===== src/rtl/modn_clkdiv_multi.sv =====
// Multi-channel mod-N clock-enable divider with shadowed divisors.
// Each channel has a runtime divisor, toggle/pulse output and a terminal-count flag.
`timescale 1ns/1ps
module modn_clkdiv_multi #(
    parameter int NCH     = 2,
    parameter int CNT_W   = 8,
    parameter int DEF_DIV = 3
) (
    input  logic               i_clk,
    input  logic               reset,
    input  logic [NCH-1:0]     en,
    input  logic [NCH-1:0]     mode,
    input  logic [NCH*CNT_W-1:0] div_in,
    input  logic [NCH-1:0]     div_load,
    output logic [NCH-1:0]     y,
    output logic [NCH-1:0]     tc,
    output logic [NCH*CNT_W-1:0] count,
    output logic [NCH-1:0]     div_pend
);

    localparam logic [CNT_W-1:0] DEF = CNT_W'(DEF_DIV);

    for (genvar k = 0; k < NCH; k++) begin : g_ch
        logic [CNT_W-1:0] cnt;
        logic [CNT_W-1:0] div_act;
        logic [CNT_W-1:0] div_shadow;
        logic [CNT_W-1:0] din;
        logic             pend;
        logic             y_q;
        logic             tc_q;
        logic             ld;
        logic             wrap;
        logic             idle_apply;

        assign din  = div_in[k*CNT_W +: CNT_W];
        // A zero divisor is meaningless, so such a load is dropped.
        assign ld   = div_load[k] && (din != '0);
        assign wrap = en[k] && (cnt == div_act - 1'b1);
        // While disabled a pending divisor is applied at once, restarting the count.
        assign idle_apply = !en[k] && pend && !ld;

        // Counter, output waveform, and divisor shadow/apply logic.
        always_ff @(posedge i_clk or negedge reset) begin
            if (!reset) begin
                cnt        <= '0;
                div_act    <= DEF;
                div_shadow <= DEF;
                pend       <= 1'b0;
                y_q        <= 1'b0;
                tc_q       <= 1'b0;
            end else begin
                tc_q <= wrap;
                if (en[k]) begin
                    if (wrap) begin
                        cnt <= '0;
                        y_q <= mode[k] ? 1'b1 : ~y_q;
                    end else begin
                        cnt <= cnt + 1'b1;
                        if (mode[k]) y_q <= 1'b0;
                    end
                end else begin
                    if (mode[k]) y_q <= 1'b0;
                    if (idle_apply) cnt <= '0;
                end
                if (ld) begin
                    div_shadow <= din;
                    if (wrap) begin
                        div_act <= din;
                        pend    <= 1'b0;
                    end else begin
                        pend    <= 1'b1;
                    end
                end else if (pend && (wrap || !en[k])) begin
                    div_act <= div_shadow;
                    pend    <= 1'b0;
                end
            end
        end

        assign y[k]                     = y_q;
        assign tc[k]                    = tc_q;
        assign div_pend[k]              = pend;
        assign count[k*CNT_W +: CNT_W]  = cnt;
    end

endmodule


===== config.mk =====
export PLATFORM = sky130hd
export DESIGN_NAME = modn_clkdiv_multi
export DESIGN_NICKNAME = d
export VERILOG_FILES = /design/src/rtl/modn_clkdiv_multi.sv
export SDC_FILE = /design/constraint.sdc
export NUM_CORES = 1
export LEC_CHECK = 0
export ABC_AREA = 1
export BUFFER_PORTS_ARGS = -buffer_cell sky130_fd_sc_hd__buf_2
export CAP_MARGIN = 0
export CORE_ASPECT_RATIO = 2
export CORE_MARGIN = 2
export CORE_UTILIZATION = 25
export CTS_BUF_LIST = sky130_fd_sc_hd__clkbuf_4 sky130_fd_sc_hd__clkbuf_8
export CTS_CLUSTER_DIAMETER = 40
export DETAILED_ROUTE_END_ITERATION = 16
export HOLD_SLACK_MARGIN = 0.08
export PLACE_DENSITY = 0.39
export SLEW_MARGIN = 15
export SYNTH_ARGS = -nofsm -noshare
export SYNTH_HDL_FRONTEND = slang
export SYNTH_SLANG_ARGS = --single-unit

===== constraint.sdc =====
create_clock -name i_clk -period 2.65 [get_ports i_clk]
set_clock_uncertainty 0.15 [all_clocks]
set_input_delay 0.53 -clock i_clk [delete_from_list [all_inputs] [get_ports i_clk]]
set_output_delay 0.53 -clock i_clk [all_outputs]
set_load 0.02 [all_outputs]

* Yosys cells after proc, flatten, opt, wreduce, memory -nomap -nowiden
Index checks and enable logic that the tools add are counted.
Word-level totals: input port bits 24, bits in registers 54, output and inout bits 22, logic and storage cells 72
Operators by class: multiplexer cells 26, add/subtract/negate cells 4, bitwise gates (word level) 2, reductions and logical operators 24, eq/ne operators 4
Operators by type and width (number):
- 8-bit two-way mux | 12
- 8-bit by 1-bit adder with 8-bit output (second input constant) | 2
- 8-bit equality test | 2
- 8-bit nonzero test | 2
- 8-bit by 1-bit subtractor with 8-bit output (second input constant) | 2
- 1-bit two-way mux | 14
- 1-bit logical AND | 10
- 2-bit nonzero test | 4
- 1-bit zero test | 4
- 2-bit by 1-bit != test with 1-bit output (second input constant) | 2
- 2-bit AND reduction | 2
- 1-bit logical OR | 2
- 1-bit inverter | 2

* Logic depth before layout (Yosys ltp)
depth in word-level cells 7, mapped depth 14, gate-level depth less buffers 14

* Worst setup path after synthesis
OpenSTA, ideal clock, no wires.
kind flip-flop to flip-flop, start register g_ch[1].div_act[0], end register g_ch[1].div_act[2], slack 607 ps, required time 2383 ps, arrival time 1776 ps, library setup time 117 ps, clock period less this slack 2043 ps, stages on the path, launching flop included 14, path buffers 0, cells stage by stage dfstp_2 -> inv_1 -> ha_1 -> or2_1 -> nand3_1 -> nand2_1 -> nor2_1 -> nand2_1 -> nor2_2 -> nand2_2 -> nand2_4 -> nand2_2 -> nand2_1 -> nand2_1
Between the ends: longest elaborated chain between the ends 7
Ends and longest elaborated chain:
- start, declared | RTL line 25 | logic [CNT_W-1:0] div_act;
- start signal, assigned | RTL line 68 | div_act <= din;
- start signal, assigned | RTL line 74 | div_act <= div_shadow;
- 8-bit by 1-bit subtractor with 8-bit output (*) | RTL line 38 | assign wrap = en[k] && (cnt == div_act - 1'b1);
- 8-bit equality test (*) | RTL line 38
- 1-bit logical AND (*) | RTL line 38
- 1-bit logical OR | RTL line 73 | end else if (pend && (wrap || !en[k])) begin
- 1-bit logical AND | RTL line 73
- 2-bit nonzero test (no source line)
- 2-bit AND reduction (no source line) (*)
Every way passes the cells marked *; elsewhere a longest branch is shown, timed or not. A chain may end at the register's enable or synchronous reset.

* Final worst setup path
start register g_ch[0].div_act[0], end register g_ch[0].div_act[7]
Between the ends: longest elaborated chain between the ends 7
Ends and longest elaborated chain (RTL line):
- start, declared | 25
- start signal, assigned | 68
- start signal, assigned | 74
- 8-bit by 1-bit subtractor with 8-bit output (*) | 38
- 8-bit equality test (*) | 38
- 1-bit logical AND (*) | 38
- 1-bit logical OR | 73
- 1-bit logical AND | 73
- 2-bit nonzero test (no source line)
- 2-bit AND reduction (no source line) (*)
Marks and branches as above.

==> metrics.txt <==
Slew Viols, Final 0; Place WS 0.152 ns; core area 11700 um2; GRT Residual Overflow 0; Antenna Nets Post-Route 0; flops & latches, synth 54; clk_lat worst skew around 0.32 ns; Worst IR Drop VDD 0.246 mV; dpl hpwl 6570 um; slew margin rel. 0.720; Setup TNS 0 ns; clock root cell clkbuf_8; io pins 46; Reg clk slew, reported paths roughly 0.11 ns; final wirelength 8200 um; Die Wd 81.3 um; Fmax achieved 417 MHz; CTS H-tree depth 2; share of cells above drive strength 1 0.201; global-route wire length before repair 12900 um; crit-path max FO 14; Hold Crit Class primary input to flop; max-cap violations 0; Seq/Total Area, Yosys 0.456; Req. time, crit path 2.71 ns; Initial Utilization 0.255; Die Height 159 um; worst-margin pin slew 0.420 ns; leakage ~1.8 nW; Antenna Diode Count 0; Final #Nets 459; Worst EP arrival 2.46 ns; deepest clock path buffer count 2; Synthesized Nets 413; commonest non-fill, non-tap cell in the layout nand2_1; min cycle time layout 2.40 ns; DRC violations left 0; PortBufs 45; total track usage 0.136; yosys warns 0; CP Class flop to flop; fin area roughly 3500 um2; syn avg cell area 7.76 um2; Num Clock Sinks 54; Synth Instances around 390; period utilization 0.904; Hold Vio Cnt, Final 0; final worst slack ~0.25 ns; vias in the first global route 2491; synthesized cell area 2990 um2; DR iter-0 viols 74; Syn-to-layout area delta 16.0%; cell row count 56; RSZ-0062 raised after global routing false; CTS tree yes; Die ar. approximately 13000 um2; fillers 1282; Setup violations, final 0; P per Cell Area just under 700 nW/um2; CP Capture Type flop; Routed WL per cell 14.2 um; TritonCTS Buffers 5; Via Count 2498; postcts setup bufs 0; outcome complete, no violations; Pre-antenna DRT Iters 4; gpl congestion 0.748; WHS 0.329 ns; Post-Place Cell Area 3350 um2; Netlist cell types 24; most frequent cells in the layout nand2_1, inv_1, dfrtp_1, buf_2, nand3_1; Worst setup SP type flop; pin count of the biggest net entering global routing 55; antenna violations before repair 0; vias per std cell ~4.3
-- sequential cells by signal (all words and copies together) (netlist names) --
register / flops
g_ch.cnt: 16
g_ch.div_act: 16
g_ch.div_shadow: 16
g_ch.pend: 2
g_ch.tc_q: 2
g_ch.y_q: 2
-- worst max-delay path: stages, from the launching register on --
cell,delay (ns)
dfstp_2,0.57
inv_1,0.10
ha_2,0.30
inv_1,0.05
nand2_1,0.04
nand2_1,0.06
nand2_1,0.07
nor2_2,0.14
nand3_1,0.11
nor2_2,0.13
nand2_2,0.10
nand2_4,0.16
nand2_2,0.15
nand2_1,0.10
nand2_1,0.05
-- synth_stat cells --
cell type / count / area, um2
a21oi_1: 1 / 5.00
buf_2: 2 / 10.0
buf_4: 6 / 45.0
buf_6: 2 / 22.5
dfrtp_1: 46 / 1150
dfstp_2: 8 / 210
ha_1: 4 / 50.1
inv_1: 52 / 195
inv_2: 3 / 11.3
nand2_1: 112 / 420
nand2_2: 5 / 31.3
nand2_4: 2 / 22.5
nand3_1: 44 / 220
nand3b_1: 2 / 15.0
nand4_1: 5 / 31.3
nor2_1: 20 / 75.1
nor2_2: 7 / 43.8
nor3_1: 4 / 20.0
o21ai_0: 26 / 130
o21ai_2: 4 / 35.0
o22ai_1: 7 / 43.8
or2_1: 1 / 6.26
xnor2_1: 7 / 61.3
xor2_1: 15 / 131
-- final timing paths --
| kind | startpoint | endpoint | slack [ns] | depth (start not counted) |
|---|---|---|---|---|
| min in group asynchronous | reset | g_ch[0].div_act[4] | 0.58 | 3 |
| min reg2reg | g_ch[0].div_act[0] | g_ch[0].div_act[0] | 0.34 | 2 |
| max in group asynchronous | reset | g_ch[0].div_act[1] | 1.45 | 3 |
| min | mode[0] | g_ch[0].y_q | 0.33 | 3 |
| max reg2reg | g_ch[0].div_act[0] | g_ch[0].div_act[7] | 0.25 | 14 |
| max | g_ch[0].div_act[0] | g_ch[0].div_act[7] | 0.25 | 14 |
-- final cells by class --
type                       instances  area (um2)  area share
tap                              145         181      0.0523
timing repair buffer              49         270      0.0780
clock buffer                       6        82.6      0.0238
sequential                        54        1360       0.393
multi-input combinational        266        1350       0.389
inverter                          55         206      0.0596
clock inverter                     2        16.3     0.00469
-- logic make-up after synthesis --
family | synth area share
xor gates and xnor gates | 0.0645
and+or+nand+nor | 0.296
AOI/OAI and AO/OA | 0.0716
buffers and inverters | 0.0951
adders and majority gates | 0.0168
DFF | 0.456
-- layer usage --
layer  GRT usage  routed length [um]  share of wire  up-vias
met5           0                   0              0        -
met3      0.0193                 158          0.019        8
met2       0.293                5140           0.63       44
met1       0.120                2790           0.34     1147
met4      0.0395                 114          0.014        0
li1            -                   -              -     1299
-- power breakdown --
part | internal, mW | total, mW | switching [mW]
logic | 0.286 | 0.784 | 0.498
registers | 0.954 | 1.10 | 0.148
clock network | 0.216 | 0.522 | 0.306
-- what timing repair did --
action,CTS,global route
hold endpoints to repair,46,0
resized for setup,0,2
hold buffers,1,0
setup endpoints to repair,0,8
-- through the flow --
stage	util	instances	total power [mW]
after floorplan	-	385	1.65
after detailed placement	0.286	568	1.91
after global placement	0.286	568	1.91
final	0.296	577	2.41
after global routing	0.296	577	2.59
after CTS	0.296	577	2.45
No activity file was read; power rests on OpenSTA's default activity.
